### src/rtl/mem_sram_bridge_if.sv
// SRAM-like data bus between the MEM-stage bridge (master) and the memory side (slave).
interface mem_sram_bridge_if #(
  parameter int DATA_W = 32,
  parameter int ADDR_W = 32
);
  logic                req;
  logic                wr;
  logic [DATA_W/8-1:0] select;
  logic [2:0]          size;
  logic [ADDR_W-1:0]   addr;
  logic [DATA_W-1:0]   wdata;
  logic                addr_ok;
  logic                data_ok;
  logic [DATA_W-1:0]   rdata;

  modport master (
    output req, wr, select, size, addr, wdata,
    input  addr_ok, data_ok, rdata
  );

  modport slave (
    input  req, wr, select, size, addr, wdata,
    output addr_ok, data_ok, rdata
  );
endinterface

### src/rtl/mem_sram_bridge.sv
// MEM stage to SRAM-like bus bridge: one request per enable episode, drops responses of
// flushed requests, aligns and extends load data for write-back.
module mem_sram_bridge #(
  parameter int DATA_W    = 32,
  parameter int ADDR_W    = 32,
  parameter int MAX_OUTST = 4
) (
  input  logic                clk,
  input  logic                rst,
  input  logic                flush,
  input  logic                enable,
  input  logic                we,
  input  logic [ADDR_W-1:0]   mem_addr_i,
  input  logic [DATA_W-1:0]   mem_data_i,
  input  logic [DATA_W/8-1:0] mem_sel_i,
  input  logic [2:0]          mem_size_i,
  input  logic                mem_signed_i,
  output logic                mem_write_finish,
  output logic                mem_read_finish,
  output logic [DATA_W-1:0]   mem_data_o,
  mem_sram_bridge_if.master   bus
);

  localparam int OFF_W = $clog2(DATA_W / 8);
  localparam int CNT_W = $clog2(MAX_OUTST);
  localparam logic [CNT_W-1:0] FULL_CNT = CNT_W'(MAX_OUTST - 1);

  typedef enum logic [1:0] {IDLE, ADDR, DATA, FIN} state_t;

  state_t           state;
  logic [CNT_W-1:0] drop_cnt;
  logic             we_q;
  logic [OFF_W-1:0] off_q;
  logic [2:0]       size_q;
  logic             sgn_q;
  logic             full;
  logic             drop_rsp;
  logic [DATA_W-1:0] shifted;
  logic [DATA_W-1:0] ext;
  logic             top;
  int unsigned      keep;

  assign bus.wr     = we;
  assign bus.select = mem_sel_i;
  assign bus.size   = mem_size_i;
  assign bus.addr   = mem_addr_i;
  assign bus.wdata  = mem_data_i;

  assign full     = (drop_cnt == FULL_CNT);
  assign drop_rsp = bus.data_ok && (drop_cnt != '0);

  // Sizes at or above the bus width keep every bit, so signedness has no effect there.
  always_comb begin
    shifted = bus.rdata >> {off_q, 3'b000};
    keep    = 32'd8 << size_q;
    top     = 1'b0;
    ext     = '0;
    for (int unsigned i = 0; i < DATA_W; i++) begin
      if (i + 1 == keep) top = shifted[i];
    end
    for (int unsigned i = 0; i < DATA_W; i++) begin
      ext[i] = (i < keep) ? shifted[i] : (sgn_q & top);
    end
  end

  always_ff @(posedge clk) begin
    if (!rst) begin
      state            <= IDLE;
      drop_cnt         <= '0;
      bus.req          <= 1'b0;
      mem_write_finish <= 1'b0;
      mem_read_finish  <= 1'b0;
      mem_data_o       <= '0;
      we_q             <= 1'b0;
      off_q            <= '0;
      size_q           <= '0;
      sgn_q            <= 1'b0;
    end else begin
      mem_write_finish <= 1'b0;
      mem_read_finish  <= 1'b0;
      case (state)
        IDLE: begin
          if (drop_rsp) drop_cnt <= drop_cnt - 1'b1;
          if (enable && !flush && !full) begin
            state   <= ADDR;
            bus.req <= 1'b1;
          end
        end
        ADDR: begin
          // An accepted-then-flushed request and a returning dropped response net out.
          if (flush) begin
            state   <= IDLE;
            bus.req <= 1'b0;
            if (bus.addr_ok && !drop_rsp)      drop_cnt <= drop_cnt + 1'b1;
            else if (!bus.addr_ok && drop_rsp) drop_cnt <= drop_cnt - 1'b1;
          end else begin
            if (drop_rsp) drop_cnt <= drop_cnt - 1'b1;
            if (bus.addr_ok) begin
              state   <= DATA;
              bus.req <= 1'b0;
              we_q    <= we;
              off_q   <= mem_addr_i[OFF_W-1:0];
              size_q  <= mem_size_i;
              sgn_q   <= mem_signed_i;
            end
          end
        end
        DATA: begin
          if (drop_rsp) begin
            if (flush) state <= IDLE;
            else       drop_cnt <= drop_cnt - 1'b1;
          end else if (flush) begin
            state <= IDLE;
            if (!bus.data_ok) drop_cnt <= drop_cnt + 1'b1;
          end else if (bus.data_ok) begin
            state <= FIN;
            if (we_q) begin
              mem_write_finish <= 1'b1;
            end else begin
              mem_read_finish <= 1'b1;
              mem_data_o      <= ext;
            end
          end
        end
        FIN: begin
          if (drop_rsp) drop_cnt <= drop_cnt - 1'b1;
          state <= IDLE;
        end
        default: state <= IDLE;
      endcase
    end
  end

  always_ff @(posedge clk) begin
    if (rst) begin
      assert (!(bus.data_ok && drop_cnt == '0 && state != DATA))
        else $error("mem_sram_bridge: data_ok with no transaction outstanding");
    end
  end

endmodule

### src/flat_wrapper.sv
// flat-port wrapper written by rule: the top's interface ports become plain ports
module mem_sram_bridge_flat 
#(
  parameter int DATA_W    = 32,
  parameter int ADDR_W    = 32,
  parameter int MAX_OUTST = 4
)
  (clk, rst, flush, enable, we, mem_addr_i, mem_data_i, mem_sel_i, mem_size_i, mem_signed_i, mem_write_finish, mem_read_finish, mem_data_o, bus_req, bus_wr, bus_select, bus_size, bus_addr, bus_wdata, bus_addr_ok, bus_data_ok, bus_rdata);
  mem_sram_bridge_if #(.DATA_W(DATA_W), .ADDR_W(ADDR_W)) bus_i ();
  input  logic clk;
  input  logic rst;
  input  logic flush;
  input  logic enable;
  input  logic we;
  input  logic [ADDR_W-1:0] mem_addr_i;
  input  logic [DATA_W-1:0] mem_data_i;
  input  logic [DATA_W/8-1:0] mem_sel_i;
  input  logic [2:0] mem_size_i;
  input  logic mem_signed_i;
  output logic mem_write_finish;
  output logic mem_read_finish;
  output logic [DATA_W-1:0] mem_data_o;
  output wire logic [$bits(bus_i.req)-1:0] bus_req;
  output wire logic [$bits(bus_i.wr)-1:0] bus_wr;
  output wire logic [$bits(bus_i.select)-1:0] bus_select;
  output wire logic [$bits(bus_i.size)-1:0] bus_size;
  output wire logic [$bits(bus_i.addr)-1:0] bus_addr;
  output wire logic [$bits(bus_i.wdata)-1:0] bus_wdata;
  input wire logic [$bits(bus_i.addr_ok)-1:0] bus_addr_ok;
  input wire logic [$bits(bus_i.data_ok)-1:0] bus_data_ok;
  input wire logic [$bits(bus_i.rdata)-1:0] bus_rdata;
  assign bus_req = bus_i.req;
  assign bus_wr = bus_i.wr;
  assign bus_select = bus_i.select;
  assign bus_size = bus_i.size;
  assign bus_addr = bus_i.addr;
  assign bus_wdata = bus_i.wdata;
  assign bus_i.addr_ok = bus_addr_ok;
  assign bus_i.data_ok = bus_data_ok;
  assign bus_i.rdata = bus_rdata;
  mem_sram_bridge #(.DATA_W(DATA_W), .ADDR_W(ADDR_W), .MAX_OUTST(MAX_OUTST)) u_core (.clk(clk), .rst(rst), .flush(flush), .enable(enable), .we(we), .mem_addr_i(mem_addr_i), .mem_data_i(mem_data_i), .mem_sel_i(mem_sel_i), .mem_size_i(mem_size_i), .mem_signed_i(mem_signed_i), .mem_write_finish(mem_write_finish), .mem_read_finish(mem_read_finish), .mem_data_o(mem_data_o), .bus(bus_i));
endmodule
### config.mk
export PLATFORM = sky130hd
export DESIGN_NAME = mem_sram_bridge_flat
export DESIGN_NICKNAME = d
export VERILOG_FILES = /design/src/rtl/mem_sram_bridge_if.sv /design/src/rtl/mem_sram_bridge.sv /design/src/flat_wrapper.sv
export SDC_FILE = /design/constraint.sdc
export NUM_CORES = 1
export LEC_CHECK = 0
export CORE_MARGIN = 2
export CORE_UTILIZATION = 38
export CTS_CLUSTER_DIAMETER = 200
export DETAILED_ROUTE_END_ITERATION = 12
export PLACE_DENSITY = 0.91
export SLEW_MARGIN = 20
export SYNTH_ARGS = -nofsm -noshare
export SYNTH_HDL_FRONTEND = slang
export SYNTH_SLANG_ARGS = --single-unit
export TNS_END_PERCENT = 100
### constraint.sdc
create_clock -name clk -period 4.3 [get_ports clk]
set_input_delay 0.43 -clock clk [delete_from_list [all_inputs] [get_ports clk]]
set_output_delay 0.43 -clock clk [all_outputs]
set_load 0.05 [all_outputs]
==> results.py <==
metrics = {
    "place": {
        "dp_cells": 453,
        "place.gp.congestion": 0.868,
        "hpwlAfterDp_mm": 5.82,
        "port_buffers": 85,
    },
    "sta": {
        "max_slew_margin_pct": 33.7,
        "period_minus_slack_ns": 2.41,
        "skew_ns": 0.0150,
        "worstMarginPinSlew_ns": 0.994,
        "slew_violations": 0,
        "fmax_mhz": 415,
        "fin_tns_setup_ns": 0,
        "rsz0062_at_grt": "false",
        "setup_viol": 0,
        "finalHoldViolCount": 0,
        "finalCritPeriodShare_pct": 56.0,
    },
    "run": {
        "maxCapViolCount": 0,
    },
    "die": {
        "die_h_um": 93.5,
        "core-area_sq_um": 7730,
        "floorplan.initialDensity_pct": 39.4,
        "die_area_sq_um": 8740,
        "ioPinCount": 218,
        "die_w_um": 93.5,
        "fp-row-count": 32,
    },
    "clocking": {
        "cts_setup_buffers": 0,
        "ctsResizeCount": 0,
        "cts_buffer_depth": 2,
        "clk_latency_ns": 0.30,
        "clockRootBuffer": "clkbuf_8",
        "cts.sinks": 46,
        "cts_buffers": 5,
        "cts_max_level": 2,
        "clkTransAtPathRegs_ns": 0.09,
        "cts_hold_buf": 0,
        "cts_tree": "done",
    },
    "yosys": {
        "synth_compound_area_share_pct": 22.8,
        "synthXorXnorAreaFrac_pct": 0,
        "yosysUniqueCellTypes": 40,
        "yosys.area_share.simple_pct": 10.2,
        "yosysSeqAreaShare_pct": 30.3,
        "synth_mux_area_share_pct": 11.3,
        "synth_nets": 477,
        "avgSynthCellArea_sq_um": 8.50,
        "synth_area_sq_um": 3040,
        "ys_ff_latch": 46,
        "synth_top_family_by_area": "compound AO/OA/AOI/OAI gates",
        "synth-warning-count": 0,
        "syn_inst": 358,
        "synth-adder-area-share_pct": 3.29,
    },
    "critical_path": {
        "worstPathCellList": "clkdlybuf4s50_1 > nand2b_1 > or3_1 > a31o_4 > o221a_1",
        "crit_family": "simple AND/OR/NAND/NOR gates",
        "startpoint_type": "input pin",
        "crit_fanout": 26,
        "crit_buf_inv": 1,
        "setup.worst_path.class": "input pin to flop",
        "worstPathArrival_ns": 2.60,
        "cpMaxStageDelayCell": "or3_1",
        "crit_path_end_kind": "flop",
        "critPathMaxStageDelay_ns": 0.69,
        "crit_required_ns": 4.49,
    },
    "power_and_ir_drop": {
        "p_sw_share_pct": 29.9,
        "clockPowerShare_pct": 27.8,
        "p_leak_nw": 1.28,
        "switchingPower_w": 0.000296,
        "p_seq_share_pct": 46.2,
        "powerDensity_nw_per_um2": 282,
        "ir_drop_mv": 0.132,
        "p_comb_share_pct": 26.0,
        "intPower_w": 0.000692,
    },
    "detailed_routing": {
        "firstDrtPassIters": 4,
        "wl_per_cell_um": 16.9,
        "drt_iter0_markers": 152,
        "ant_nets": 0,
        "vias_per_cell": 5.51,
        "vias": 2539,
        "wl_mm": 7.81,
        "remaining_drc_errors": 0,
    },
    "status": {
        "status": "complete, no violations",
    },
    "global_route": {
        "grt_remaining_overflow": 0,
        "grt_first_pass_wirelength_mm": 12.0,
        "grt_pass1_vias": 2470,
        "antenna_found_initial": 0,
        "track_usage_pct": 17.2,
        "grt_max_degree": 33,
    },
    "worst_hold_path": {
        "hold_path_class": "flop to flop",
    },
    "cells_and_area": {
        "nFillCells": 712,
        "drive_above_1_share_pct": 8.91,
        "layout.nets": 477,
        "fin_cells": 461,
        "antenna_cells": 0,
        "area_growth_pct": 15.0,
        "final_cell_mix": "85 x clkdlybuf4s50_1, 46 x a21oi_1, 46 x dfxtp_1",
        "layout_commonest_cell": "clkdlybuf4s50_1",
    },
}
-- registers in the layout (all words and copies together) (netlist names) --
name / count
u_core.bus.req: 1
u_core.sgn_q: 1
u_core.state: 2
u_core.mem_read_finish: 1
u_core.size_q: 3
u_core.mem_write_finish: 1
u_core.we_q: 1
u_core.drop_cnt: 2
u_core.mem_data_o: 32
u_core.off_q: 2
-- power by group through the flow --
stage          logic [W]  clock network (W)  registers (W)
3_3_place_gp    0.000241                  0       0.000465
4_1_cts         0.000255           0.000281       0.000456
2_1_floorplan   0.000321                  0       0.000470
3_5_place_dp    0.000253                  0       0.000466
6_report        0.000256           0.000275       0.000456
5_1_grt         0.000277           0.000296       0.000458
-- through the flow --
| stage | hold slack [ns] | total power (W) | cell area (sq um) | util (%) | setup slack (ns) |
|---|---|---|---|---|---|
| after CTS | 0.464 | 0.000992 | 3500 | 45.3 | 1.90 |
| after detailed placement | 0.449 | 0.000719 | 3410 | 44.1 | 1.59 |
| final | 0.466 | 0.000988 | 3500 | 45.3 | 1.89 |
| after global routing | 0.494 | 0.00103 | 3500 | 45.3 | 1.77 |
| after global placement | 0.444 | 0.000707 | 3410 | 44.1 | 1.70 |
| after floorplan | 0.444 | 0.000792 | 3040 | - | 2.57 |
-- worst reg2reg max path: cells and delay by family, from the launching register on --
kind	cells	cell delay, ns
DFF	1	0.98
AOI/OAI and AO/OA	3	0.88
muxes	1	0.37
-- cell families (layout without fill, tap and decap cells) --
group,after synthesis,after routing
compound gates,106,106
flops,46,46
fa+ha+maj,8,8
buf+inv,103,104
mux,32,32
simple gates,63,63
-- synth_stat cells --
library cell / count / area (sq um)
a221o_1: 1 / 10.0
ha_1: 8 / 100
nand3b_1: 1 / 7.51
clkbuf_1: 11 / 41.3
o211ai_2: 1 / 12.5
or3b_1: 1 / 8.76
a21oi_1: 46 / 230
and2_1: 1 / 6.26
o211ai_1: 9 / 67.6
inv_1: 8 / 30.0
a211o_1: 2 / 17.5
o21ai_1: 1 / 5.00
a221oi_1: 1 / 8.76
nor2b_1: 5 / 31.3
nor2_1: 18 / 67.6
nand2_1: 20 / 75.1
nand2b_1: 5 / 31.3
o21ai_0: 20 / 100
a31oi_1: 1 / 6.26
a31o_4: 1 / 17.5
nor3b_1: 4 / 30.0
mux2_4: 1 / 15.0
nand3_1: 2 / 10.0
o41a_1: 1 / 11.3
o22ai_1: 1 / 6.26
or3_1: 1 / 6.26
mux2_2: 16 / 180
buf_2: 10 / 50.1
buf_4: 73 / 548
and3b_1: 3 / 26.3
a2bb2oi_1: 7 / 61.3
a211oi_1: 2 / 15.0
buf_1: 1 / 3.75
mux2i_1: 15 / 150
o21ba_2: 1 / 10.0
o221a_1: 8 / 90.1
o21bai_1: 1 / 7.51
a311oi_1: 2 / 17.5
dfxtp_1: 46 / 921
nor3_1: 2 / 10.0
-- worst paths after layout --
| path | start | end | slack, ns | depth (start not counted) |
|---|---|---|---|---|
| setup / recovery | flush | u_core.mem_data_o[10]$_SDFFE_PN0P_ | 1.89 | 5 |
| hold / removal | u_core.mem_data_o[6]$_SDFFE_PN0P_ | u_core.mem_data_o[6]$_SDFFE_PN0P_ | 0.47 | 2 |
| setup reg to reg | u_core.off_q[1]$_SDFFE_PN0P_ | u_core.mem_data_o[10]$_SDFFE_PN0P_ | 1.97 | 4 |
| hold reg to reg | u_core.mem_data_o[6]$_SDFFE_PN0P_ | u_core.mem_data_o[6]$_SDFFE_PN0P_ | 0.47 | 2 |
-- final cells by class --
| class | instances | area, sq um | share of cell area (%) |
|---|---|---|---|
| multi-input combinational | 209 | 1460 | 41.6 |
| sequential | 46 | 921 | 26.3 |
| timing repair buffer | 88 | 873 | 24.9 |
| tap | 102 | 128 | 3.64 |
| clock buffer | 6 | 82.6 | 2.36 |
| inverter | 8 | 30.0 | 0.857 |
| clock inverter | 2 | 12.5 | 0.357 |
-- routing by layer --
metal | vias to the layer above | share of wire [%] | track usage (%)
li1 | 1183 | - | -
met1 | 1184 | 40 | 20.3
met2 | 155 | 48 | 27.9
met3 | 17 | 10 | 6.61
met4 | 0 | 1.7 | 7.11
met5 | - | 0 | 0
No activity file was read; power rests on OpenSTA's default activity.
